## src/rtl/uart_pkg.sv

```systemverilog
// rtl/uart_pkg.sv - shared UART types and divisor helper
`timescale 1ns/1ps
package uart_pkg;

    typedef enum logic [1:0] {
        ST_IDLE  = 2'd0,
        ST_START = 2'd1,
        ST_DATA  = 2'd2,
        ST_STOP  = 2'd3
    } uart_state_e;

    // Clock cycles per serial bit, rounded to the nearest integer.
    function automatic int calc_div(input real clk_freq, input real baud);
        return integer'(clk_freq / baud);
    endfunction

endpackage

```

## src/rtl/sync_bit.sv

```systemverilog
// rtl/sync_bit.sv - two-flop synchronizer with configurable reset value
`timescale 1ns/1ps
module sync_bit #(
    parameter logic RESET_VAL = 1'b1
) (
    input  logic clk,
    input  logic rst_n,
    input  logic d,
    output logic q
);

    logic meta;

    // Two back-to-back flops; reset to RESET_VAL so release looks like an idle line.
    always_ff @(posedge clk or negedge rst_n) begin
        if (!rst_n) begin
            meta <= RESET_VAL;
            q    <= RESET_VAL;
        end else begin
            meta <= d;
            q    <= meta;
        end
    end

endmodule

```

## src/rtl/uart_rx.sv

```systemverilog
// rtl/uart_rx.sv - 8N1 UART receiver with valid/ready byte output
`timescale 1ns/1ps
module uart_rx
    import uart_pkg::*;
#(
    parameter real CLK_FREQUENCY = 50.0e6,
    parameter real BAUD_RATE     = 115200.0
) (
    input  logic       clk_50mhz,
    input  logic       arst_n,
    input  logic       uart_rxd,
    output logic [7:0] rx_data,
    output logic       rx_valid,
    input  logic       rx_ready,
    output logic       rx_busy,
    output logic       rx_frame_err,
    output logic       rx_overrun
);

    localparam int DIV   = calc_div(CLK_FREQUENCY, BAUD_RATE);
    localparam int HALF  = DIV / 2;
    localparam int CNT_W = $clog2(DIV);

    generate
        if (DIV < 16) begin : g_div_check
            $fatal(1, "uart_rx: clock/baud ratio below 16");
        end
    endgenerate

    logic              rxd_sync;
    logic              rxd_prev;
    logic              rxd_fall;

    uart_state_e       state_q, state_d;
    logic [CNT_W-1:0]  baud_q, baud_d;
    logic [2:0]        bit_q, bit_d;
    logic [7:0]        shift_q, shift_d;
    logic              byte_done;
    logic              frame_err_d;

    sync_bit #(
        .RESET_VAL (1'b1)
    ) u_sync_rxd (
        .clk   (clk_50mhz),
        .rst_n (arst_n),
        .d     (uart_rxd),
        .q     (rxd_sync)
    );

    // Delayed copy of the synchronized line for start-edge detection.
    always_ff @(posedge clk_50mhz or negedge arst_n) begin
        if (!arst_n) begin
            rxd_prev <= 1'b1;
        end else begin
            rxd_prev <= rxd_sync;
        end
    end

    // Only a genuine 1->0 transition starts a frame; a line held low never retriggers.
    assign rxd_fall = rxd_prev & ~rxd_sync;

    // Receiver state, counters and shift register.
    always_ff @(posedge clk_50mhz or negedge arst_n) begin
        if (!arst_n) begin
            state_q <= ST_IDLE;
            baud_q  <= '0;
            bit_q   <= '0;
            shift_q <= '0;
        end else begin
            state_q <= state_d;
            baud_q  <= baud_d;
            bit_q   <= bit_d;
            shift_q <= shift_d;
        end
    end

    // Next-state: count down to mid-bit, sample, then act on the sampled value.
    always_comb begin
        state_d     = state_q;
        baud_d      = baud_q;
        bit_d       = bit_q;
        shift_d     = shift_q;
        byte_done   = 1'b0;
        frame_err_d = 1'b0;

        case (state_q)
            ST_IDLE: begin
                baud_d = '0;
                bit_d  = '0;
                if (rxd_fall) begin
                    state_d = ST_START;
                    baud_d  = CNT_W'(HALF - 1);
                end
            end
            ST_START: begin
                if (baud_q != '0) begin
                    baud_d = baud_q - CNT_W'(1);
                end else if (!rxd_sync) begin
                    state_d = ST_DATA;
                    baud_d  = CNT_W'(DIV - 1);
                    bit_d   = '0;
                end else begin
                    // Line back high at mid start bit: treat as a glitch.
                    state_d = ST_IDLE;
                    baud_d  = '0;
                end
            end
            ST_DATA: begin
                if (baud_q != '0) begin
                    baud_d = baud_q - CNT_W'(1);
                end else begin
                    shift_d = {rxd_sync, shift_q[7:1]};
                    baud_d  = CNT_W'(DIV - 1);
                    if (bit_q == 3'd7) begin
                        state_d = ST_STOP;
                    end else begin
                        bit_d = bit_q + 3'd1;
                    end
                end
            end
            ST_STOP: begin
                if (baud_q != '0) begin
                    baud_d = baud_q - CNT_W'(1);
                end else begin
                    if (rxd_sync) begin
                        byte_done = 1'b1;
                    end else begin
                        frame_err_d = 1'b1;
                    end
                    state_d = ST_IDLE;
                    baud_d  = '0;
                    bit_d   = '0;
                end
            end
            default: begin
                state_d = ST_IDLE;
                baud_d  = '0;
                bit_d   = '0;
            end
        endcase
    end

    // Output holding register: a completed byte is dropped if the previous one is still pending.
    always_ff @(posedge clk_50mhz or negedge arst_n) begin
        if (!arst_n) begin
            rx_data      <= '0;
            rx_valid     <= 1'b0;
            rx_frame_err <= 1'b0;
            rx_overrun   <= 1'b0;
        end else begin
            rx_frame_err <= frame_err_d;
            rx_overrun   <= 1'b0;
            if (byte_done) begin
                if (!rx_valid || rx_ready) begin
                    rx_data  <= shift_q;
                    rx_valid <= 1'b1;
                end else begin
                    rx_overrun <= 1'b1;
                end
            end else if (rx_valid && rx_ready) begin
                rx_valid <= 1'b0;
            end
        end
    end

    assign rx_busy = (state_q != ST_IDLE);

endmodule

```

## config.mk

```make
export PLATFORM = sky130hd
export DESIGN_NAME = uart_rx
export DESIGN_NICKNAME = d
export VERILOG_FILES = /design/src/rtl/uart_pkg.sv /design/src/rtl/sync_bit.sv /design/src/rtl/uart_rx.sv
export SDC_FILE = /design/constraint.sdc
export NUM_CORES = 1
export LEC_CHECK = 0
export CORE_ASPECT_RATIO = 0.8
export CORE_MARGIN = 2
export CORE_UTILIZATION = 35
export CTS_CLUSTER_SIZE = 28
export DETAILED_ROUTE_END_ITERATION = 8
export PLACE_DENSITY = 0.49
export SLEW_MARGIN = 5
export SYNTH_ARGS = -nofsm -noshare
export SYNTH_HDL_FRONTEND = slang
export SYNTH_SLANG_ARGS = --single-unit
export TNS_END_PERCENT = 20
```

## constraint.sdc

```tcl
create_clock -name clk_50mhz -period 3.1 [get_ports clk_50mhz]
set_input_delay 0.465 -clock clk_50mhz [delete_from_list [all_inputs] [get_ports clk_50mhz]]
set_output_delay 0.465 -clock clk_50mhz [all_outputs]
set_load 0.005 [all_outputs]
```

==> impl_metrics.toml <==
[critical_path]
r2r_end = "bit_q[0]"
required_ns = 3.27
arrival_ns = 2.40
path_max_fanout = 7
endpoint_kind = "flop"
rrSetupSlack_ns = 0.87
worstSetupPathType = "flop to flop"
r2r_cells = 6
r2r_start = "baud_q[0]"
start_kind = "flop"

[yosys]
post_synth.cell_area_avg_sq_um = 12.2
synth_edf_count = 0
synth_warnings = 0
synth_cells = 136
synthArstFlopShare = 1.00
ys_seq_elements = 36
yosysTopAreaCell = "dfrtp_1"
synth_fp_nets = 144
ys_types = 40
synth_top_area_frac = 0.498
synthTopCellsByArea = "dfrtp_1, mux2_2, dfstp_2"
netlist_area_sq_mm = 0.00166
ys_seq_area_frac = 0.546
synthFlopType = "dfrtp_1"

[cells_and_area]
layout-drive-gt1-share = 0.234
fin_area_sq_mm = 0.00195
fillers = 461
nets = 161
area_delta_synth_final_pct = 17.7
final_cell_mix = "dfrtp_1, mux2_2, clkdlybuf4s50_1"
diodes = 0
final_common_cell = "dfrtp_1"

[worst_hold_path]
worstHoldPathType = "input port to asynchronous set/reset pin"

[power_and_ir_drop]
leakage_nw = 0.867
total_power_mw = 1.53
p_per_area_mw_per_mm2 = 787
ir_worst_vdd_uv = 349

[die]
initial_core_util = 0.363
die-area_sq_mm = 0.00530
io_pins = 16
coreArea_sq_mm = 0.00457
die_x_um = 80.9
die_h_um = 65.5
rows = 22

[sta]
hold_slack_ns = 0.258
maxSlewHeadroom = 0.482
tightest_slew_ns = 0.777
rsz0062_at_grt = "false"
drv_slew = 0
max_freq_ghz = 0.449
fin_worst_skew_ns = 0.00301
finalHoldViolations = 0
finalCriticalPeriod_ns = 2.23
period_share = 0.718
fin_tns_setup_ns = 0
setup_viol_count_final = 0

[clock_network]
cts_max_level = 2
cts-resized-gates = 0
cts.sinks = 36
clk_path_buf_depth = 2
numCtsBuffers = 5
clkLatencyLatePin_ns = 0.28
path_clk_slew_ns = 0.07
cts_setup_buffers = 0
cts_tree = "yes"
postCtsHoldBufs = 0
clockRootBuffer = "clkbuf_8"

[place]
place_area_sq_mm = 0.00186
routabilityCongestion = 0.806
post-dp-hpwl_um = 2280
port_buffers = 15

[drt]
wirelength_um = 3210
drtIter0Drc = 32
drt-pass1-iter-count = 4
via_count = 1110
ant_nets = 0
drc = 0
routedWlPerCell_um = 15.0
vias_per_cell = 5.19

[global_route]
grt_max_degree = 37
grt_pass1_vias = 1175
antenna_found_initial = 0
overflow = 0
grt_first_pass_wirelength_um = 5580
track_usage = 0.139

[job]
drv_cap = 0

[status]
status = "completed"
-- report_power, final --
| group | internal [mW] | leakage [nW] | switching [mW] |
|---|---|---|---|
| logic | 0.230 | 0.340 | 0.293 |
| clock network | 0.177 | 0.0510 | 0.160 |
| registers | 0.550 | 0.477 | 0.123 |
-- synthesized netlist by cell type, types with 2 or more instances --
cell / count
a21oi_1: 3
a311oi_1: 2
a32oi_1: 2
clkbuf_1: 4
dfrtp_1: 33
dfstp_2: 3
ha_1: 4
inv_1: 6
mux2_2: 16
nand2_1: 5
nand2b_1: 2
nand3_1: 2
nor2_1: 8
nor2b_1: 5
nor3_1: 5
nor3b_1: 4
o21ai_0: 3
o31ai_1: 4
o41ai_1: 2
xnor2_1: 3
-- registers in the layout (all words and copies together) (netlist names), named ones only --
name and flops:
baud_q 9, rx_data 8, shift_q 8, bit_q 3
rx_frame_err 1, rx_overrun 1, rx_valid 1, rxd_prev 1
state_q 1, u_sync_rxd.meta 1, u_sync_rxd.q 1
-- how the worst max path moves through the flow --
stage	from	to	slack (ns)	cells after the start
2_1_floorplan	baud_q[0]	bit_q[0]	1.09	7
3_3_place_gp	baud_q[0]	flop	0.98	6
3_5_place_dp	baud_q[0]	bit_q[0]	0.92	6
4_1_cts	baud_q[0]	baud_q[4]	0.90	6
5_1_grt	baud_q[0]	state_q[0]	0.71	6
6_report	baud_q[0]	bit_q[0]	0.87	6
-- critical path, stage by stage, from the launching register on --
cell     delay, ns
dfrtp_1       0.42
inv_1         0.10
ha_1          0.20
or4b_1        0.60
o41ai_1       0.36
nand2_1       0.16
mux2_4        0.28
-- routing by layer --
| metal | GRT usage | part of all wire | vias up |
|---|---|---|---|
| li1 | - | - | 526 |
| met1 | 0.186 | 0.49 | 549 |
| met4 | 0.0445 | 0.0097 | 0 |
| met5 | 0 | 0 | - |
| met3 | 0.0412 | 0.046 | 5 |
| met2 | 0.217 | 0.46 | 30 |
-- cell families after synthesis --
family                     Yosys count  synth area share
AOI/OAI and AO/OA                   22            0.0997
and+or+nand+nor                     41             0.153
xor gates and xnor gates             4            0.0212
muxes                               18             0.124
DFF                                 36             0.546
adders and majority gates            4            0.0302
buffers and inverters               11            0.0257
-- through the flow --
| step | instances | setup slack, ns | utilization |
|---|---|---|---|
| after floorplan | 136 | 1.09 | - |
| after global placement | 206 | 0.985 | 0.406 |
| after detailed placement | 206 | 0.915 | 0.406 |
| after CTS | 214 | 0.895 | 0.427 |
| after global routing | 214 | 0.713 | 0.427 |
| final | 214 | 0.874 | 0.427 |
-- layout make-up --
class	instances	area, sq um	share of cell area
clock buffers	6	82.6	0.0424
clock inverters	2	10.0	0.00513
inverters	6	22.5	0.0116
multi-input cells	89	709	0.364
flip-flops and latches	36	905	0.464
well taps	60	75.1	0.0385
repair buffers	15	145	0.0745
Power figures use the tool's default switching activity.
